$ cat config.mk
export PLATFORM = sky130hd
export DESIGN_NAME = count_sequencer
export DESIGN_NICKNAME = d
export VERILOG_FILES = /design/src/rtl/count_sequencer.sv
export SDC_FILE = /design/constraint.sdc
export NUM_CORES = 1
export LEC_CHECK = 0
export BUFFER_PORTS_ARGS = -buffer_cell sky130_fd_sc_hd__clkbuf_2
export CAP_MARGIN = 20
export CORE_MARGIN = 2
export CORE_UTILIZATION = 35
export DETAILED_ROUTE_END_ITERATION = 12
export PLACE_DENSITY = 0.61
export SETUP_SLACK_MARGIN = 0.4
export SYNTH_ARGS = -nofsm -noshare
export SYNTH_HDL_FRONTEND = slang
export SYNTH_SLANG_ARGS = --single-unit
$ cat constraint.sdc
create_clock -name clk -period 2 [get_ports clk]
set_input_delay 0.4 -clock clk [delete_from_list [all_inputs] [get_ports clk]]
set_output_delay 0.4 -clock clk [all_outputs]
set_load 0.005 [all_outputs]
$ cat src/rtl/count_sequencer.sv
// Sequences a downstream up/down counter from start to end, one step per presc+1 cycles; done 3 cycles after the last step window.
// Accepts a command only in IDLE (cmd_ready); abort or rst cancels a run, wrap-around does not end it.
module count_sequencer #(
    parameter int WIDTH       = 8,
    parameter int PRESC_WIDTH = 8
) (
    input  logic                   clk,
    input  logic                   rst,
    input  logic                   cmd_valid,
    output logic                   cmd_ready,
    input  logic [WIDTH-1:0]       cmd_start,
    input  logic [WIDTH-1:0]       cmd_end,
    input  logic                   cmd_dir,
    input  logic [PRESC_WIDTH-1:0] cmd_presc,
    input  logic                   abort,
    output logic                   cnt_load,
    output logic [WIDTH-1:0]       cnt_in,
    output logic                   cnt_up_down,
    output logic                   cnt_count_en,
    input  logic [WIDTH-1:0]       cnt_value,
    input  logic                   cnt_co,
    output logic                   busy,
    output logic                   done,
    output logic                   aborted,
    output logic                   wrapped
);

    typedef enum logic [1:0] {
        IDLE = 2'd0,
        LOAD = 2'd1,
        RUN  = 2'd2,
        DONE = 2'd3
    } state_t;

    state_t                 state;
    state_t                 state_next;
    logic [WIDTH-1:0]       start_reg;
    logic [WIDTH-1:0]       end_reg;
    logic                   dir_reg;
    logic [PRESC_WIDTH-1:0] presc_reg;
    logic [PRESC_WIDTH-1:0] presc_cnt;
    logic [PRESC_WIDTH-1:0] presc_next;
    logic                   accept;
    logic                   step;

    always_comb begin
        state_next = state;
        presc_next = presc_cnt;
        accept     = 1'b0;
        step       = 1'b0;
        case (state)
            IDLE: begin
                if (cmd_valid) begin
                    accept     = 1'b1;
                    state_next = LOAD;
                end
            end
            LOAD: begin
                presc_next = '0;
                state_next = abort ? IDLE : RUN;
            end
            RUN: begin
                // Reaching the terminal value wins over a pending step.
                if (cnt_value == end_reg) begin
                    state_next = DONE;
                end else if (presc_cnt == presc_reg) begin
                    step       = 1'b1;
                    presc_next = '0;
                end else begin
                    presc_next = presc_cnt + 1'b1;
                end
                if (abort) begin
                    state_next = IDLE;
                end
            end
            DONE: begin
                state_next = IDLE;
            end
            default: begin
                state_next = IDLE;
            end
        endcase
    end

    always_ff @(posedge clk) begin
        if (rst) begin
            state     <= IDLE;
            presc_cnt <= '0;
            start_reg <= '0;
            end_reg   <= '0;
            dir_reg   <= 1'b0;
            presc_reg <= '0;
            wrapped   <= 1'b0;
            aborted   <= 1'b0;
        end else begin
            state     <= state_next;
            presc_cnt <= presc_next;
            if (accept) begin
                start_reg <= cmd_start;
                end_reg   <= cmd_end;
                dir_reg   <= cmd_dir;
                presc_reg <= cmd_presc;
            end
            if (state == LOAD) begin
                wrapped <= 1'b0;
            end else if (state == RUN && cnt_co) begin
                wrapped <= 1'b1;
            end
            aborted <= abort && (state == LOAD || state == RUN);
        end
    end

    assign cmd_ready    = (state == IDLE) && !rst;
    assign cnt_load     = (state == LOAD) && !rst;
    assign cnt_count_en = step && !rst;
    assign cnt_in       = start_reg;
    assign cnt_up_down  = dir_reg;
    assign busy         = (state != IDLE);
    assign done         = (state == DONE);

endmodule

# Word level (Yosys, flattened, before mapping)

Index checks and enable logic that the tools add are counted.

Bits in registers: 37
Latch bits: 0
Bits in writable memories: 0
Bits in read-only memories: 0
Input port bits: 38
Word-level logic and storage cells: 43
Memories: 0

$add $sub $neg: 1
$mul: 0
Divide/modulo/power cells: 0
Order comparisons: 0
Eq/ne operators: 8
Shift operators: 0
Multiplexer cells: 13
Bitwise gates (word level): 0
Reduce and logical (&&, ||, !) cells: 13

Operator list:

| operator              | number |
|---|---|
| $eq A8 B8 Y1          | 2 |
| $mux W8               | 2 |
| $pmux W8 S2           | 1 |
| $add A8 B1 Y8 const B | 1 |
| $mux W2               | 4 |
| $pmux W2 S4           | 1 |
| $logic_and A1 B1 Y1   | 5 |
| $mux W1               | 5 |
| $eq A2 B2 Y1 const B  | 2 |
| $ne A2 B2 Y1 const B  | 2 |
| $reduce_and A2 Y1     | 2 |
| $reduce_bool A2 Y1    | 2 |
| $ne A3 B3 Y1 const B  | 1 |
| $eq A2 B1 Y1 const B  | 1 |
| $logic_not A2 Y1      | 1 |
| $reduce_or A2 Y1      | 1 |
| $logic_not A1 Y1      | 1 |
| $logic_or A1 B1 Y1    | 1 |

# Depth between registers and ports, before layout

Depth after elaboration: 5
Mapped depth: 7

# Worst setup path after synthesis

OpenSTA, ideal clock, no wires.

Path kind: input to register
Start: input port cnt_value[3]
End: register presc_cnt[7]
Library setup time: 0.132 ns
Data arrival time: 1.429 ns
Setup slack: 0.439 ns
Stages on the path: 6
Buffers on the path: 1
Cell sequence: xor2_1 nor4_4 a31oi_2 buf_6 nand2_1 o32ai_2

Longest elaborated chain between the ends: 3

RTL lines:

| item                               | RTL line | source |
|---|---|---|
| start: declaration                 | 20       | `input logic [WIDTH-1:0] cnt_value,` |
| $eq A8 B8 Y1                       | 64       | `if (cnt_value == end_reg) begin` |
| $ne A2 B2 Y1 (no source line)      | -        |  |
| $reduce_and A2 Y1 (no source line) | -        |  |
| end signal: assignment             | 97       | `presc_cnt <= presc_next;` |
| end: declaration                   | 41       | `logic [PRESC_WIDTH-1:0] presc_cnt;` |

No other way between the ends.
A chain may end at the register's enable or synchronous reset.

# Final worst setup path

Start: register presc_cnt[4]
End: output port cnt_count_en

Longest elaborated chain between the ends: 5

RTL lines:

| item                | RTL line | source |
|---|---|---|
| $eq A8 B8 Y1        | 66       | `end else if (presc_cnt == presc_reg) begin` |
| $mux W1             | 66       |  |
| $mux W1             | 64       |  |
| $mux W1             | 51       | `case (state)` |
| $logic_and A1 B1 Y1 | 115      | `assign cnt_count_en = step && !rst;` |
| end: declaration    | 19       | `output logic cnt_count_en,` |

No other way between the ends.

==> results.ini <==
[routing]
dr.first_iter.drc_count = 55
routedWlPerCell_um = 11.76
via_per_inst = 4.729
firstDrtPassIters = 4
wl_mm = 4.117
route.detailed.drc = 0
vias = 1655
ant_nets = 0

[synth]
ys_ff_latch = 37
synth_fp_nets = 264
netlist_area_sq_um = 1797
synth_top_family_by_area = simple AND/OR/NAND/NOR gates
synth-compound-area-share = 0.1769
synthDistinctLibCells = 33
yosysSeqAreaShare = 0.4123
avgSynthCellArea_sq_um = 8.167
muxShareOfSynthArea = 0
yosys_warnings = 0
yosys.area_share.adder = 0.04178
synthCells = 220
yosys.area_share.simple = 0.2472
synthXorXnorAreaFrac = 0.07799

[clock_tree]
clock_latency_ns = 0.30
path_clk_slew_ns = 0.08
clock-root-buffer = clkbuf_8
cts_tree = done
hold_buffers = 0
ctsLongestPathBuffers = 2
htreeDepth = 2
numCtsBuffers = 5
cts.sinks = 37

[worst_setup_path]
worstSetupPathType = reg -> out
rr_worst_depth = 5
end_kind = output port
cp.required_ns = 1.60
worstPathMaxFanout = 4
cp-start-kind = flop
cp_data_arrival_time_ns = 1.55

[layout]
nets = 323
multi_input_area_sq_um = 1021
layout.cells.non_filler = 350
diodes = 0
fill_cells = 531
seq_area_sq_um = 755.7
drive_gt1_frac = 0.3429
area_delta_synth_final_pct = 29.25
final_util = 0.4605

[power]
p_per_area_nw_per_um2 = 706.7
seqPwrFrac = 0.491
p_sw_mw = 0.4788
comb_power_share = 0.193
p_leak_nw = 1.037
finalPower_mw = 1.641
clkPwrFrac = 0.316
internal-power_mw = 1.162
ir_worst_vdd_v = 0.0004302
power_switching_share = 0.2918

[sta]
hold_violations = 0
min_period_ns = 1.945
fmax_ghz = 0.5141
finalCritPeriodShare = 0.9726
worstMarginPinSlew_ns = 0.5576
rsz0062_at_grt = yes
slew_violations = 0
max_slew_margin = 0.6271
finClkSkew_ns = 0.007369
finalSetupViolCount = 0

[die]
die_h_um = 75.65
dieWidth_um = 75.65
initial_core_util = 0.3563
row_count = 26
core_area_sq_um = 5042
ios = 54
fp.dieArea_sq_um = 5723

[grt]
antenna_found_initial = 0
overflow = 0
first_global_vias = 1513
grt_pass1_wl_mm = 6.706
grt_max_degree = 30
gr-usage-all-layers = 0.1553

[placed_design]
portBuffers = 53
dpl.hpwl_mm = 2.889
dp.cells = 336
gp_congestion = 0.8087

[worst_hold_path]
hold_depth = 3
min_path_type = in -> reg

[run_status]
status = complete, no violations

[job]
maxCapViolations = 0

==> placed cells by master (no fill, tap or decap), types with 7 or more instances in the layout <==
| master | netlist | routed |
|---|---|---|
| a21oi_1 | 29 | 29 |
| buf_4 | 0 | 9 |
| clkbuf_2 | 0 | 52 |
| dfxtp_1 | 37 | 29 |
| nand2_1 | 58 | 58 |
| nor2_1 | 9 | 7 |
| xor2_1 | 16 | 15 |
==> worst max-delay path: stages (launching register included) <==
cell and delay [ns]:
dfxtp_1 0.35, xor2_1 0.17, nor2_1 0.17, and4_1 0.21, nand2_1 0.06, nor3_2 0.14, clkbuf_2 0.14
==> cell type report <==
cell class	count	share of cell area
timing repair buffer	62	0.1433
sequential	37	0.3254
clock buffer	5	0.02963
multi-input combinational	164	0.4397
clock inverter	3	0.007543
tap	70	0.03772
inverter	9	0.01670
==> logic make-up (layout without fill, tap and decap cells) <==
family                     Yosys count  in the layout
AOI/OAI and AO/OA                   48             48
xor gates and xnor gates            16             16
adders and majority gates            6              6
buffers and inverters               19             79
DFF                                 37             37
and+or+nand+nor                     94             94
==> synth_stat cells <==
master,instances,area [sq um]
nor4_4,2,42.54
buf_6,1,11.26
a31oi_2,1,12.51
and3_1,6,37.54
a41oi_1,1,8.760
a21oi_1,29,145.1
inv_1,9,33.78
nor2_1,9,33.78
a31o_1,1,8.760
o21ai_0,3,15.01
o21a_1,4,30.03
buf_1,2,7.510
and4_1,1,8.760
nand3b_1,1,7.510
a21oi_2,1,8.760
and2_1,1,6.260
dfxtp_1,37,740.7
a41o_1,1,10.01
o221a_2,1,11.26
nor3b_1,1,7.510
nor2b_1,1,6.260
o21ai_1,1,5.000
a21boi_1,1,7.510
nand2b_1,4,25.02
clkbuf_1,7,26.28
o32ai_2,3,48.80
or3_1,1,6.260
nand2_1,58,217.7
nor3_1,3,15.01
nand3_1,6,30.03
xor2_1,16,140.1
o22ai_1,1,6.260
ha_1,6,75.07
==> metrics by stage <==
| stage | hold slack, ns | worst slack [ns] | instance area, sq um | TNS [ns] |
|---|---|---|---|---|
| after floorplan | 0.4478 | 0.4388 | 1797 | 0 |
| after global placement | 0.4442 | 0.1688 | 2127 | 0 |
| after detailed placement | 0.4520 | 0.1142 | 2127 | 0 |
| after CTS | 0.3100 | 0.07170 | 2265 | 0 |
| after global routing | 0.3258 | -0.04444 | 2322 | -0.04444 |
| final | 0.3140 | 0.05478 | 2322 | 0 |
==> power groups by stage <==
stage	Clock [mW]	Combinational [mW]	Sequential [mW]
after floorplan	0	0.193	0.817
after global placement	0	0.281	0.819
after detailed placement	0	0.286	0.820
after CTS	0.538	0.306	0.804
after global routing	0.564	0.360	0.812
final	0.519	0.316	0.806
==> worst paths after layout <==
kind | start | end | slack (ns)
hold / removal | cmd_presc[3] | presc_reg[3] | 0.31
setup reg to reg | end_reg[7] | presc_cnt[7] | 0.25
hold reg to reg | cnt_in[0] | cnt_in[0] | 0.46
setup / recovery | presc_cnt[4] | cnt_count_en | 0.05
==> per-layer routing <==
| layer | GRT usage | vias up | share of wire |
|---|---|---|---|
| met5 | 0 | - | 0 |
| met4 | 0.06433 | 0 | 0.014 |
| met3 | 0.04497 | 5 | 0.053 |
| met2 | 0.2560 | 43 | 0.49 |
| met1 | 0.1900 | 756 | 0.45 |
| li1 | - | 851 | - |
==> repair_timing <==
item / in CTS / in global routing
buffers inserted: 3 / 3
pin swaps: 5 / 7
endpoints found under the setup margin: 37 / 12
endpoints found under the hold margin: 0 / 0
gates resized for setup: 12 / 13
gates cloned: 0 / 0
(Power assumes the default switching activity.)
